`src/rtl/word56_reader_pkg.sv`:
```
// Shared constants and state encoding for the 56-bit word to byte reader.
package word56_reader_pkg;

  localparam int WORD_W         = 56;
  localparam int BYTE_W         = 8;
  localparam int BYTES_PER_WORD = 7;
  localparam int CNT_W          = 3;

  // Index of the final byte of a word (drives out_last).
  localparam logic [CNT_W-1:0] LAST_IDX = 3'(BYTES_PER_WORD - 1);

  // Reader FSM encoding.
  typedef logic [1:0] state_t;
  localparam state_t ST_IDLE = 2'd0;
  localparam state_t ST_REQ  = 2'd1;
  localparam state_t ST_WAIT = 2'd2;
  localparam state_t ST_SEND = 2'd3;

endpackage

```
`src/rtl/word56_shift_unit.sv`:
```
// Holds the fetched 56-bit word and presents one byte at a time.
// MSB_FIRST=1 presents [55:48] first and shifts left; MSB_FIRST=0
// presents [7:0] first and shifts right. Vacated bits fill with zero,
// so the register is all-zero once a whole word has been consumed.
module word56_shift_unit
  import word56_reader_pkg::*;
#(
  parameter bit MSB_FIRST = 1'b1
) (
  input  logic              clk,
  input  logic              reset,
  input  logic              load,
  input  logic              shift,
  input  logic [WORD_W-1:0] load_data,
  output logic [BYTE_W-1:0] byte_out
);

  logic [WORD_W-1:0] sr;

  // Load a new word or advance by one byte; load wins over shift.
  always_ff @(posedge clk) begin
    if (reset) begin
      sr <= '0;
    end else if (load) begin
      sr <= load_data;
    end else if (shift) begin
      if (MSB_FIRST) begin
        sr <= {sr[WORD_W-BYTE_W-1:0], {BYTE_W{1'b0}}};
      end else begin
        sr <= {{BYTE_W{1'b0}}, sr[WORD_W-1:BYTE_W]};
      end
    end
  end

  assign byte_out = MSB_FIRST ? sr[WORD_W-1 -: BYTE_W] : sr[BYTE_W-1:0];

endmodule

```
`src/rtl/word56_byte_reader.sv`:
```
// Pops 56-bit words from a FIFO and streams them out as seven bytes.
// Optional feature: define WORD56_READER_PARITY_EN to add out_parity.
//
// Output handshake: a byte transfers on a rising clk edge where
// out_valid && out_ready. Once out_valid is high, out_data, out_valid
// and out_last stay stable until that transfer happens; out_valid never
// depends combinationally on out_ready.
//
// FIFO side: rd_en is a registered one-cycle pop; rd_data is captured
// one cycle later (end of WAIT), so the first byte appears two cycles
// after the rd_en cycle.
module word56_byte_reader
  import word56_reader_pkg::*;
#(
  parameter bit MSB_FIRST = 1'b1
) (
  input  logic              clk,
  input  logic              reset,
  input  logic              enable,
  input  logic              fifo_empty,
  input  logic [WORD_W-1:0] rd_data,
  output logic              rd_en,
  output logic [BYTE_W-1:0] out_data,
  output logic              out_valid,
  input  logic              out_ready,
  output logic              out_last,
  output logic              busy,
`ifdef WORD56_READER_PARITY_EN
  output logic              out_parity,
`endif
  output state_t            dbg_state
);

  state_t           state;
  state_t           state_nxt;
  logic [CNT_W-1:0] byte_cnt;
  logic             start;
  logic             handshake;
  logic             last_hs;

  // fifo_empty and enable only matter while idle.
  assign start     = (state == ST_IDLE) && enable && !fifo_empty;
  assign handshake = out_valid && out_ready;
  assign last_hs   = handshake && (byte_cnt == LAST_IDX);

  // Next-state decode: fetch, wait for data, then stream seven bytes.
  always_comb begin
    state_nxt = state;
    case (state)
      ST_IDLE: if (start) state_nxt = ST_REQ;
      ST_REQ:  state_nxt = ST_WAIT;
      ST_WAIT: state_nxt = ST_SEND;
      ST_SEND: if (last_hs) state_nxt = ST_IDLE;
      default: state_nxt = ST_IDLE;
    endcase
  end

  // State register.
  always_ff @(posedge clk) begin
    if (reset) state <= ST_IDLE;
    else       state <= state_nxt;
  end

  // rd_en is high exactly for the cycle spent in REQ.
  always_ff @(posedge clk) begin
    if (reset) rd_en <= 1'b0;
    else       rd_en <= start;
  end

  // Byte counter: 0..6 within a word, cleared after the last transfer.
  always_ff @(posedge clk) begin
    if (reset || last_hs) byte_cnt <= '0;
    else if (handshake)   byte_cnt <= byte_cnt + 3'd1;
  end

  word56_shift_unit #(
    .MSB_FIRST(MSB_FIRST)
  ) u_shift (
    .clk      (clk),
    .reset    (reset),
    .load     (state == ST_WAIT),
    .shift    (handshake),
    .load_data(rd_data),
    .byte_out (out_data)
  );

  assign out_valid = (state == ST_SEND);
  assign out_last  = out_valid && (byte_cnt == LAST_IDX);
  assign busy      = (state != ST_IDLE);
  assign dbg_state = state;

`ifdef WORD56_READER_PARITY_EN
  // Odd parity: the nine bits {out_data, out_parity} hold an odd number of ones.
  assign out_parity = ~^out_data;
`endif

endmodule

```
`config.mk`:
```
export PLATFORM = sky130hd
export DESIGN_NAME = word56_byte_reader
export DESIGN_NICKNAME = d
export VERILOG_FILES = /design/src/rtl/word56_reader_pkg.sv /design/src/rtl/word56_shift_unit.sv /design/src/rtl/word56_byte_reader.sv
export SDC_FILE = /design/constraint.sdc
export NUM_CORES = 1
export LEC_CHECK = 0
export ABC_AREA = 1
export BUFFER_PORTS_ARGS = -buffer_cell sky130_fd_sc_hd__buf_2
export CORE_MARGIN = 4
export CORE_UTILIZATION = 55
export CTS_CLUSTER_SIZE = 20
export DETAILED_ROUTE_END_ITERATION = 10
export PLACE_DENSITY_LB_ADDON = 0.12
export SLEW_MARGIN = 10
export SYNTH_ARGS = -nofsm -noshare
export SYNTH_HDL_FRONTEND = slang
export SYNTH_SLANG_ARGS = --single-unit
```
`constraint.sdc`:
```
create_clock -name clk -period 2.6 [get_ports clk]
set_input_delay 0 -clock clk [delete_from_list [all_inputs] [get_ports clk]]
set_output_delay 0 -clock clk [all_outputs]
set_load 0.03 [all_outputs]
```
==> metrics.cfg <==
[synth]
synth-seq-area-share_pct=43.1
ys_ff_latch=62
synth_cells=399
post_synth_top_area_share_pct=43.1
synth_top_cells_by_count=135 x nand2_1, 62 x a21oi_1, 62 x dfxtp_1
synth.net_count=466
synth_most_common_cell=nand2_1
syn_avg_cell_area_um2=7.21
postSynth.asyncResetShare_pct=0
ys.warnings.count=0
synth_edf_count=0
postSynth.topFlopCell=dfxtp_1
synthesized_cell_area_mm2=0.00288
synth_cell_types=20
yosys-top-cells-area=dfxtp_1 43%, nand2_1 18%, a21oi_1 11%, o21a_1 7.8%, buf_4 3.7%
synthDominantAreaCellType=dfxtp_1

[clock_tree]
post-cts-setup-buffer-count=0
cts_resized=0
cts_tree=built
cts_root_buf=clkbuf_8
clock_sink_count=62
post_cts_hold_buffer_count=25
clk_transition_reported_paths_ps=70
cts_buf_count=9
clk-insertion-delay-late_ps=340
clock_tree.buffer_depth=2
cts_htree_levels=3

[timing]
unrepaired_setup_endpoints_after_global_routing=false
slew_headroom_pct=52.7
setup_clock_skew_after_layout_ps=6.05
finalMaxSlewViolations=0
fmax_ghz=0.530
finalSetupViolations=0
timing_hold_violations_final=0
post_layout_minimum_cycle_time_ps=1890
final.hold.worst_slack_ps=12.9
worst_slew_pin_slew_ps=708
fin_tns_setup_ps=0
final.period_utilization_pct=72.5

[power]
pwr-share-clk_pct=28.7
power.density_mw_per_mm2=935
power.net_switching_w=0.00120
vdd_drop_max_mv=0.570
swShare_pct=35.1
seqPwrFrac_pct=38.1
totalPowerFinal_w=0.00341
power_frac_comb_pct=33.2
power_leakage_nw=1.46
p_int_w=0.00221

[detailed_routing]
drt_pass1_iterations=4
wire_per_inst_um=12.3
post-route-drc-count=0
drt-total-wl_um=6820
num_vias=2745
dr.first_iter.drc_count=152
antenna_left=0
detail_route.vias_per_cell=4.96

[floorplan]
dieHeight_um=80.3
start_util_pct=56.7
pin_count=75
die_width_um=80.3
dieArea_mm2=0.00645
rows=26
core-area_mm2=0.00507

[critical_path]
worstPathMaxFanout=40
timing.setup.critical_path_class=flop to flop
critical_path_required_ps=2860
crit_path_start_kind=flop
worst_r2r_start=dbg_state[0]
setup.worst_path.end_class=flop
worstSetupStartpoint=dbg_state[0]
worst-endpoint-arrival_ps=2150

[min_path]
timing.hold.worst.start=rd_data[20]
timing.hold.worst.class=input pin to flop

[place]
buffer_ports.inserted=74
placed_cell_area_mm2=0.00316
dp_hpwl_um=4090
routabilityCongestion=0.807

[final_layout]
finish.instance_area_mm2=0.00364
layout.core_utilization_pct=71.8
final_layout_size_suffix_gt1_share_pct=20.3
nets=545
syn_to_final_growth_pct=26.7
filler_cell_count=444
insertedDiodeCount=0

[status]
result_of_the_run=finished, final reports clean

[global_route]
grt_pass1_vias=2703
grt_max_degree=58
grt_util_all_layers_pct=23.1
grt_first_pass_wirelength_um=11600
globalRoute.totalOverflow=0
antenna_found_initial=0

[job]
drv_cap=0

kinds of logic (layout without fill, tap and decap cells):
group	Yosys count	count (layout)	synth area share [%]
flops	62	62	43.1
simple gates	178	178	24.3
fa+ha+maj	6	6	2.61
xor+xnor	1	1	0.305
compound gates	103	103	20.6
buf+inv	49	133	9.05
metrics by stage:
step / setup WS (ps) / cells
2_1_floorplan: 794 / 399
3_3_place_gp: 825 / 512
3_5_place_dp: 736 / 512
4_1_cts: 689 / 553
5_1_grt: 499 / 553
6_report: 715 / 553
state kept, by name (all words and copies together), names as in the netlist:
name,count
u_shift.sr,56
byte_cnt,3
rd_en,1
dbg_state,2
power groups by stage:
stage                     combinational [W]  sequential [W]  clock, W
after CTS                           0.00114         0.00130  0.000996
after global routing                0.00129         0.00133   0.00103
after floorplan                    0.000913         0.00132         0
after global placement              0.00108         0.00131         0
final                               0.00113         0.00130  0.000979
after detailed placement            0.00110         0.00131         0
worst max-delay path, stage by stage (launching register included):
cell,delay [ps]
dfxtp_1,370
inv_1,100
ha_2,200
inv_2,60
nand2_2,180
inv_2,590
nand2_1,110
a21oi_1,200
per-layer routing:
metal  wire (µm)  up-vias  track usage (%)
met1        3000     1223             27.1
met4         102        0             10.1
li1            -     1444                -
met2        3430       68             40.5
met3         285       10             4.60
met5           0        -                0
area by class of cell:
| class | count | area [µm²] | area share, % |
|---|---|---|---|
| Multi-Input combinational cell | 288 | 1380 | 37.8 |
| Sequential cell | 62 | 1240 | 34.1 |
| Clock inverter | 3 | 65.1 | 1.79 |
| Clock buffer | 13 | 169 | 4.64 |
| Inverter | 14 | 52.6 | 1.44 |
| Timing Repair Buffer | 103 | 651 | 17.9 |
| Tap cell | 70 | 87.6 | 2.40 |
layout by cell type (no fill, tap or decap):
cell             n
inv_1           11
clkinv_2         1
o21ai_0          1
buf_2           74
nand2_2          1
nor4_1           1
nand2_1        135
nand3_1         18
ha_1             5
o21a_1          30
nor2_1          22
dfxtp_1         62
clkbuf_1         1
or2_0            1
inv_2            3
a21oi_1         62
clkbuf_8        12
dlygate4sd3_1   25
xnor2_1          1
bufinv_16        2
buf_4            4
ha_2             1
o21ai_1          9
o21bai_1         1
final timing paths:
| kind | end | slack (ps) | cells after the start |
|---|---|---|---|
| max | u_shift.sr[25] | 710 | 7 |
| min | u_shift.sr[20] | 10 | 4 |
| max reg2reg | u_shift.sr[25] | 710 | 7 |
| min reg2reg | u_shift.sr[50] | 460 | 2 |
No activity file was read; power rests on OpenSTA's default activity.
